[config.mk]
export PLATFORM = sky130hd
export DESIGN_NAME = image_smooth_3tap
export DESIGN_NICKNAME = d
export VERILOG_FILES = /design/src/rtl/image_smooth_3tap.sv
export SDC_FILE = /design/constraint.sdc
export NUM_CORES = 1
export LEC_CHECK = 0
export CAP_MARGIN = 15
export CELL_PAD_IN_SITES_DETAIL_PLACEMENT = 1
export CELL_PAD_IN_SITES_GLOBAL_PLACEMENT = 1
export CORE_ASPECT_RATIO = 0.8
export CORE_MARGIN = 2
export CORE_UTILIZATION = 46
export CTS_CLUSTER_SIZE = 12
export DETAILED_ROUTE_END_ITERATION = 7
export DONT_BUFFER_PORTS = 1
export GPL_TIMING_DRIVEN = 0
export PLACE_DENSITY = 0.88
export SYNTH_ARGS = -nofsm -noshare
export SYNTH_HDL_FRONTEND = slang
export SYNTH_SLANG_ARGS = --single-unit
[constraint.sdc]
create_clock -name clk -period 4.75 [get_ports clk]
set_input_delay 0.7125 -clock clk [delete_from_list [all_inputs] [get_ports clk]]
set_output_delay 0.7125 -clock clk [all_outputs]
set_load 0.02 [all_outputs]
[src/rtl/image_smooth_3tap.sv]
// Horizontal [1 2 1]/4 smoothing of a two-pixels-per-clock RGB stream with edge replication,
// per-line enable latch, line/frame tracking and a sticky mid-line-drop error flag.
module image_smooth_3tap #(
    parameter int unsigned WIDTH  = 768,
    parameter int unsigned HEIGHT = 512,
    localparam int unsigned LineW = (HEIGHT > 1) ? $clog2(HEIGHT) : 1
) (
    input  logic             clk,
    input  logic             rst,
    input  logic             en,
    input  logic             hsync_in,
    input  logic [7:0]       r0_in,
    input  logic [7:0]       g0_in,
    input  logic [7:0]       b0_in,
    input  logic [7:0]       r1_in,
    input  logic [7:0]       g1_in,
    input  logic [7:0]       b1_in,
    output logic             hsync_out,
    output logic [7:0]       r0_out,
    output logic [7:0]       g0_out,
    output logic [7:0]       b0_out,
    output logic [7:0]       r1_out,
    output logic [7:0]       g1_out,
    output logic [7:0]       b1_out,
    output logic [LineW-1:0] line_cnt,
    output logic             frame_done,
    output logic             err
);

    localparam int unsigned Pairs = WIDTH / 2;
    localparam int unsigned ColW  = $clog2(Pairs);

    typedef logic [2:0][7:0] rgb_t;  // index 0 = R, 1 = G, 2 = B
    typedef enum logic [1:0] {StIdle, StFirst, StRun, StFlush} state_e;

    state_e          state_q, state_d;
    logic [ColW-1:0] col_q, col_d;
    rgb_t            cur0_q, cur0_d, cur1_q, cur1_d, prev_q, prev_d;
    logic            en_q, en_d;
    logic            err_q, err_d;
    rgb_t            out0_q, out1_q, px0, px1, in0, in1, nxt;
    logic            valid_q, last_q, frame_done_q;
    logic [LineW-1:0] line_cnt_q, line_eff;
    logic            emit, emit_last, repl, cap;

    assign in0 = {b0_in, g0_in, r0_in};
    assign in1 = {b1_in, g1_in, r1_in};

    function automatic logic [7:0] tap(input logic [7:0] a, input logic [7:0] b,
                                       input logic [7:0] c);
        logic [9:0] s;
        s = {2'b00, a} + {1'b0, b, 1'b0} + {2'b00, c} + 10'd2;
        return s[9:2];
    endfunction

    always_comb begin
        state_d   = state_q;
        col_d     = col_q;
        cur0_d    = cur0_q;
        cur1_d    = cur1_q;
        prev_d    = prev_q;
        en_d      = en_q;
        err_d     = err_q;
        emit      = 1'b0;
        emit_last = 1'b0;
        repl      = 1'b0;
        cap       = 1'b0;
        unique case (state_q)
            StIdle: cap = hsync_in;
            StFirst, StRun: begin
                emit = 1'b1;
                if (hsync_in) begin
                    prev_d  = cur1_q;
                    cur0_d  = in0;
                    cur1_d  = in1;
                    col_d   = col_q + ColW'(1);
                    state_d = (col_q == ColW'(Pairs - 2)) ? StFlush : StRun;
                end else begin
                    // Dropped line: the held pair becomes the line's last pair.
                    emit_last = 1'b1;
                    repl      = 1'b1;
                    err_d     = 1'b1;
                    col_d     = '0;
                    state_d   = StIdle;
                end
            end
            StFlush: begin
                emit      = 1'b1;
                emit_last = 1'b1;
                repl      = 1'b1;
                col_d     = '0;
                state_d   = StIdle;
                cap       = hsync_in;
            end
            default: state_d = StIdle;
        endcase
        if (cap) begin
            cur0_d  = in0;
            cur1_d  = in1;
            prev_d  = in0;  // left-edge replication
            col_d   = '0;
            en_d    = en;
            state_d = StFirst;
        end
    end

    always_comb begin
        nxt = repl ? cur1_q : in0;
        px0 = cur0_q;
        px1 = cur1_q;
        if (en_q) begin
            for (int i = 0; i < 3; i++) begin
                px0[i] = tap(prev_q[i], cur0_q[i], cur1_q[i]);
                px1[i] = tap(cur0_q[i], cur1_q[i], nxt[i]);
            end
        end
    end

    // A line's increment lands one edge after its last pair is registered.
    always_comb begin
        line_eff = line_cnt_q;
        if (last_q) begin
            line_eff = (line_cnt_q == LineW'(HEIGHT - 1)) ? '0 : line_cnt_q + LineW'(1);
        end
    end

    always_ff @(posedge clk or posedge rst) begin
        if (rst) begin
            state_q      <= StIdle;
            col_q        <= '0;
            cur0_q       <= '0;
            cur1_q       <= '0;
            prev_q       <= '0;
            en_q         <= 1'b0;
            err_q        <= 1'b0;
            valid_q      <= 1'b0;
            last_q       <= 1'b0;
            frame_done_q <= 1'b0;
            line_cnt_q   <= '0;
            out0_q       <= '0;
            out1_q       <= '0;
        end else begin
            state_q      <= state_d;
            col_q        <= col_d;
            cur0_q       <= cur0_d;
            cur1_q       <= cur1_d;
            prev_q       <= prev_d;
            en_q         <= en_d;
            err_q        <= err_d;
            valid_q      <= emit;
            last_q       <= emit_last;
            frame_done_q <= emit_last && (line_eff == LineW'(HEIGHT - 1));
            line_cnt_q   <= line_eff;
            out0_q       <= emit ? px0 : '0;
            out1_q       <= emit ? px1 : '0;
        end
    end

    assign hsync_out  = valid_q;
    assign r0_out     = out0_q[0];
    assign g0_out     = out0_q[1];
    assign b0_out     = out0_q[2];
    assign r1_out     = out1_q[0];
    assign g1_out     = out1_q[1];
    assign b1_out     = out1_q[2];
    assign line_cnt   = line_cnt_q;
    assign frame_done = frame_done_q;
    assign err        = err_q;

endmodule

# Yosys cells after proc, flatten, opt, wreduce, memory -nomap -nowiden
# Index checks and enable logic that the tools add are counted.
[word_totals] reg_bits=145 input_bits=52 output_inout_bits=60 word_cells=87
[classes] n_addsub=20 n_eq_ne=6 mux=27 n_bitwise=1 reduce_logical=10
[ops] op="24-bit 2-to-1 mux" n=14
[ops] op="10-bit by 2-bit adder with 10-bit output, second input constant" n=6
[ops] op="10-bit by 8-bit adder with 10-bit output" n=6
[ops] op="8-bit by 9-bit adder with 10-bit output" n=6
[ops] op="9-bit 2-to-1 mux" n=4
[ops] op="9-bit equality test, second input constant" n=3
[ops] op="9-bit by 1-bit adder with 9-bit output, second input constant" n=2
[ops] op="9-bit case mux with 2 select lines" n=1
[ops] op="2-bit equality test, second input constant" n=2
[ops] op="1-bit 2-to-1 mux" n=4
[ops] op="2-bit 2-to-1 mux" n=2
[ops] op="2-bit case mux with 2 select lines" n=1
[ops] op="2-bit AND reduction" n=2
[ops] op="2-bit nonzero test" n=2
[ops] op="2-bit OR reduction" n=2
[ops] op="3-bit nonzero test" n=1
[ops] op="3-bit OR reduction" n=1
[ops] op="2-bit by 1-bit equality test with 1-bit output, second input constant" n=1
[ops] op="2-bit zero test" n=1
[ops] op="1-bit case mux with 2 select lines" n=1
[ops] op="1-bit logical AND" n=1
[ops] op="1-bit inverter" n=1

# Logic depth before layout (Yosys ltp)
[logic_depth] ltp_word=8 depth_mapped=16 mapped_depth_nobuf=15

# Worst setup path before layout
# OpenSTA, ideal clock, no wires.
[synth_path] path_kind="input to register" start="input port hsync_in" end="register out1_q (netlist bit g1_out[4])" setup_time_ns=0.087 t_arrival_ns=3.552 path_slack_ns=1.111 path_stages=15 path_buffers=2 cell_sequence="buf_6 > nor2b_4 > o21bai_4 > inv_1 > clkbuf_1 > nand2_1 > nand2_1 > fa_1 > ha_1 > or4_1 > o21ai_0 > a21oi_1 > a21oi_1 > mux2_2 > o211ai_1"
[synth_via] elab_chain_len=7
[synth_rtl] item="from (decl)" line="11" text="input logic hsync_in,"
[synth_rtl] item="1-bit 2-to-1 mux" line="72" text="if (hsync_in) begin"
[synth_rtl] item="1-bit case mux with 2 select lines" line="68" text="unique case (state_q)"
[synth_rtl] item="24-bit 2-to-1 mux" line="108" text="nxt = repl ? cur1_q : in0;"
[synth_rtl] item="10-bit by 8-bit adder with 10-bit output" line="52" text="s = {2'b00, a} + {1'b0, b, 1'b0} + {2'b00, c} + 10'd2;"
[synth_rtl] item="10-bit by 2-bit adder with 10-bit output" line="52"
[synth_rtl] item="24-bit 2-to-1 mux" line="111" text="if (en_q) begin"
[synth_rtl] item="24-bit 2-to-1 mux" line="155" text="out1_q <= emit ? px1 : '0;"
[synth_rtl] item="to (signal assigned)" line="155"
[synth_rtl] item="to (decl)" line="41" text="rgb_t out0_q, out1_q, px0, px1, in0, in1, nxt;"
# No other way between the ends.
# A chain may end at the register's enable or synchronous reset.

# Final worst setup path
[layout_path] start="register state_q[0]" end="register out1_q (netlist bit r1_out[3])"
[layout_via] elab_chain_len=8 elab_cells_between_ends=12 classes_between="2 x add/sub; 3 x eq/ne; 5 x mux; 2 x reduce/logical"
[layout_rtl] item="from (decl)" line="36" text="state_e state_q, state_d;"
[layout_rtl] item="from (signal assigned)" line="129" text="state_q <= StIdle;"
[layout_rtl] item="from (signal assigned)" line="143" text="state_q <= state_d;"
[layout_rtl] item="2-bit by 1-bit equality test with 1-bit output / 2-bit equality test (equally long branches)" line="68"
[layout_rtl] item="2-bit OR reduction" line="68"
[layout_rtl] item="1-bit case mux with 2 select lines" line="68"
[layout_rtl] item="24-bit 2-to-1 mux" line="108"
[layout_rtl] item="10-bit by 8-bit adder with 10-bit output" line="52"
[layout_rtl] item="10-bit by 2-bit adder with 10-bit output" line="52"
[layout_rtl] item="24-bit 2-to-1 mux" line="111"
[layout_rtl] item="24-bit 2-to-1 mux *" line="155"
# Every way passes the cells marked *; elsewhere a longest branch is shown, timed or not.

==> load_flow_metrics.sql <==
INSERT INTO impl_metrics (metric_group, metric, value, unit) VALUES
('status', 'outcome', 'completed', ''),
('logic_synthesis', 'synth_most_common_cell', 'dfrtp_1', ''),
('power_and_ir_drop', 'share_clk_of_total_power', '0.191', ''),
('worst_setup_path', 'timing.critical_path.arrival', '4.79', 'ns'),
('logic_synthesis', 'synthesis.yosys.warnings', '0', ''),
('global_routing', 'first_global_vias', '7766', ''),
('logic_synthesis', 'async_flop_share', '1.000', ''),
('routing', 'post-route-drc-count', '0', ''),
('timing', 'setup-tns-final', '0', 'ns'),
('global_routing', 'grt_start_max_net_pins', '77', ''),
('power_and_ir_drop', 'intPower', '3.888', 'mW'),
('logic_synthesis', 'dominantRegCellSynth', 'dfrtp_1', ''),
('logic_synthesis', 'post_synth_instance_area', '8897', 'um2'),
('timing', 'layout_worst_path_cycle_share', '0.9449', ''),
('power_and_ir_drop', 'power.switching_fraction', '0.4687', ''),
('clock_tree', 'cts.repair.resized', '0', ''),
('logic_synthesis', 'synth_edf_count', '0', ''),
('power_and_ir_drop', 'p_seq_frac', '0.286', ''),
('clock_tree', 'post_cts_buffers', '0', ''),
('clock_tree', 'cts-hold-fix-buffers', '0', ''),
('place', 'post-place-ws', '0.3576', 'ns'),
('routing', 'number_of_drc_violations_after_detailed_routing_iteration_0', '369', ''),
('place', 'place.detailed.instances', '1127', ''),
('die', 'fp.dieArea', '20480', 'um2'),
('logic_synthesis', 'yosysTopAreaCell', 'dfrtp_1', ''),
('worst_setup_path', 'cp.required', '5.05', 'ns'),
('global_routing', 'grt-ovfl-total', '0', ''),
('timing', 'rsz0062_at_grt', 'no', ''),
('timing', 'setup_viol_count_final', '0', ''),
('worst_setup_path', 'worstSetupStartpoint', 'state_q[0]', ''),
('worst_setup_path', 'worstPathCellList', 'inv_1, ha_1, nor2b_4, o21bai_4, clkbuf_1, nand2_1, nand2_1, fa_1, ha_1, or4_1, o21ai_0, a21oi_2, a21oi_1, xor2_1, o21ai_0', ''),
('global_routing', 'grt.total_usage', '0.2812', ''),
('logic_synthesis', 'post_synth_fa_ha_maj_area_fraction', '0.1682', ''),
('timing', 'tightest_slew', '1.075', 'ns'),
('worst_setup_path', 'cp_max_fo', '10', ''),
('routing', 'antenna_violation_net_count_after_detailed_routing', '0', ''),
('logic_synthesis', 'post_synth_inst_count', '868', ''),
('clock_tree', 'tritoncts_num_sinks', '145', ''),
('logic_synthesis', 'proportion_of_netlist_area_held_by_the_largest_area_contributor', '0.4078', ''),
('power_and_ir_drop', 'p_leak', '4.493', 'nW'),
('power_and_ir_drop', 'total_switching_power', '3.430', 'mW'),
('clock_tree', 'cts_tree', 'built', ''),
('finish', 'layout.area.seq', '3628', 'um2'),
('timing', 'setup_ws', '0.2617', 'ns'),
('clock_tree', 'max-clock-path-buffers', '2', ''),
('routing', 'firstDrtPassIters', '5', ''),
('finish', 'final_layout_size_suffix_gt1_frac', '0.09434', ''),
('routing', 'routed-via-count', '7045', ''),
('job', 'drv_cap', '0', ''),
('logic_synthesis', 'synth_seq_cells', '145', ''),
('routing', 'via_per_instance_ratio', '6.073', ''),
('finish', 'multi_input_comb_area', '4969', 'um2'),
('finish', 'fin_cells', '1160', ''),
('place', 'place_hpwl', '19370', 'um'),
('timing', 'timing.slew.headroom', '0.2831', ''),
('die', 'fp-row-count', '45', ''),
('logic_synthesis', 'muxShareOfSynthArea', '0.09281', ''),
('timing', 'timing_hold_violations_final', '0', ''),
('logic_synthesis', 'synthDistinctLibCells', '59', ''),
('logic_synthesis', 'yosys-top-cells-area', 'dfrtp_1, ha_1, fa_1', ''),
('logic_synthesis', 'synth.cells.most_frequent', 'dfrtp_1, nand2_1, nor2_1, a21oi_1, ha_1', ''),
('place', 'gpl.final_weighted_congestion', '0.9047', ''),
('logic_synthesis', 'avg_inst_size_synth', '10.25', 'um2'),
('finish', 'fin_nets', '1038', ''),
('timing', 'fin_crit', '4.488', 'ns'),
('routing', 'wl_per_cell', '23.89', 'um'),
('power_and_ir_drop', 'power_density', '743.0', 'nW/um2'),
('timing', 'hold-worst-slack', '0.2547', 'ns'),
('global_routing', 'antenna_violations_before_repair', '1', ''),
('worst_hold_path', 'min-delay-path-class', 'in -> async', ''),
('power_and_ir_drop', 'power', '7.319', 'mW');
routing by layer:
metal	share of wire	vias up	GRT usage	wire, um
met4	0.041	0	0.1460	1150
met3	0.070	75	0.06899	1944
li1	-	3064	-	-
met1	0.41	3635	0.3497	11500
met2	0.47	271	0.4614	13120
met5	0	-	0	0
power groups by stage:
stage	clock, mW	combinational (mW)	sequential (mW)
after floorplan	0	2.70	2.02
after global placement	0	3.47	2.10
after detailed placement	0	3.67	2.11
after CTS	1.42	3.78	2.10
after global routing	1.46	4.19	2.14
final	1.39	3.83	2.10
registers in the layout, indices dropped and copies added, names as in the netlist, 2 cells and up:
register / count
r1_out: 8
line_cnt: 9
g1_out: 8
prev_q: 24
b0_out: 8
col_q: 9
cur0_q: 24
r0_out: 8
g0_out: 8
b1_out: 8
cur1_q: 24
state_q: 2
area by class of cell:
type	instances	share of cell area
Sequential cell	145	0.3683
Clock inverter	14	0.01689
Buffer	34	0.01372
Clock buffer	18	0.04357
Inverter	44	0.01727
Tap cell	258	0.03277
Antenna cell	1	0.0002540
Multi-Input combinational cell	645	0.5044
Timing Repair Buffer	1	0.002794
per-stage QoR:
| stage | area [um2] | util |
|---|---|---|
| 6_report | 9851 | 0.5192 |
| 5_1_grt | 9851 | 0.5192 |
| 4_1_cts | 9848 | 0.5190 |
| 3_5_place_dp | 9253 | 0.4876 |
| 3_3_place_gp | 9220 | 0.4859 |
| 2_1_floorplan | 8897 | - |
critical path: cells and delay by family, from the launching register on:
family	cells	cell delay, ns
fa+ha+maj	3	1.03
flops	1	0.38
xor+xnor	1	0.11
compound gates	5	1.24
buf+inv	2	0.68
simple gates	4	0.89
logic make-up (layout without fill, tap and decap cells):
logic type | count (synthesis) | count (layout)
xor+xnor | 43 | 43
fa+ha+maj | 98 | 98
other cells | 0 | 1
compound gates | 183 | 183
flops | 145 | 145
mux | 77 | 77
simple gates | 244 | 244
buf+inv | 78 | 111
placed cells by master, fill, tap and decap left out, types with 6 or more instances in the layout:
master	n
mux2i_1	36
xnor2_1	23
o21ai_0	46
fa_1	36
a21oi_1	62
a22oi_1	7
nor2_1	73
mux2_2	40
nand2_1	106
clkbuf_1	29
inv_1	43
a211oi_1	8
a21o_1	15
xor2_1	20
and3_1	6
nand3_1	10
ha_1	62
clkbuf_16	17
nor3_1	12
dfrtp_1	145
worst paths after layout:
| path | to | slack [ns] | cells after the start |
|---|---|---|---|
| min | frame_done | 0.25 | 1 |
| min in group clk | cur1_q[16] | 0.40 | 2 |
| max in group asynchronous | g1_out[6] | 3.69 | 2 |
| max reg2reg | r1_out[3] | 0.26 | 15 |
| max | r1_out[3] | 0.26 | 15 |
| min reg2reg | prev_q[8] | 0.54 | 2 |
Note: power is estimated with default switching activity, not from simulation.
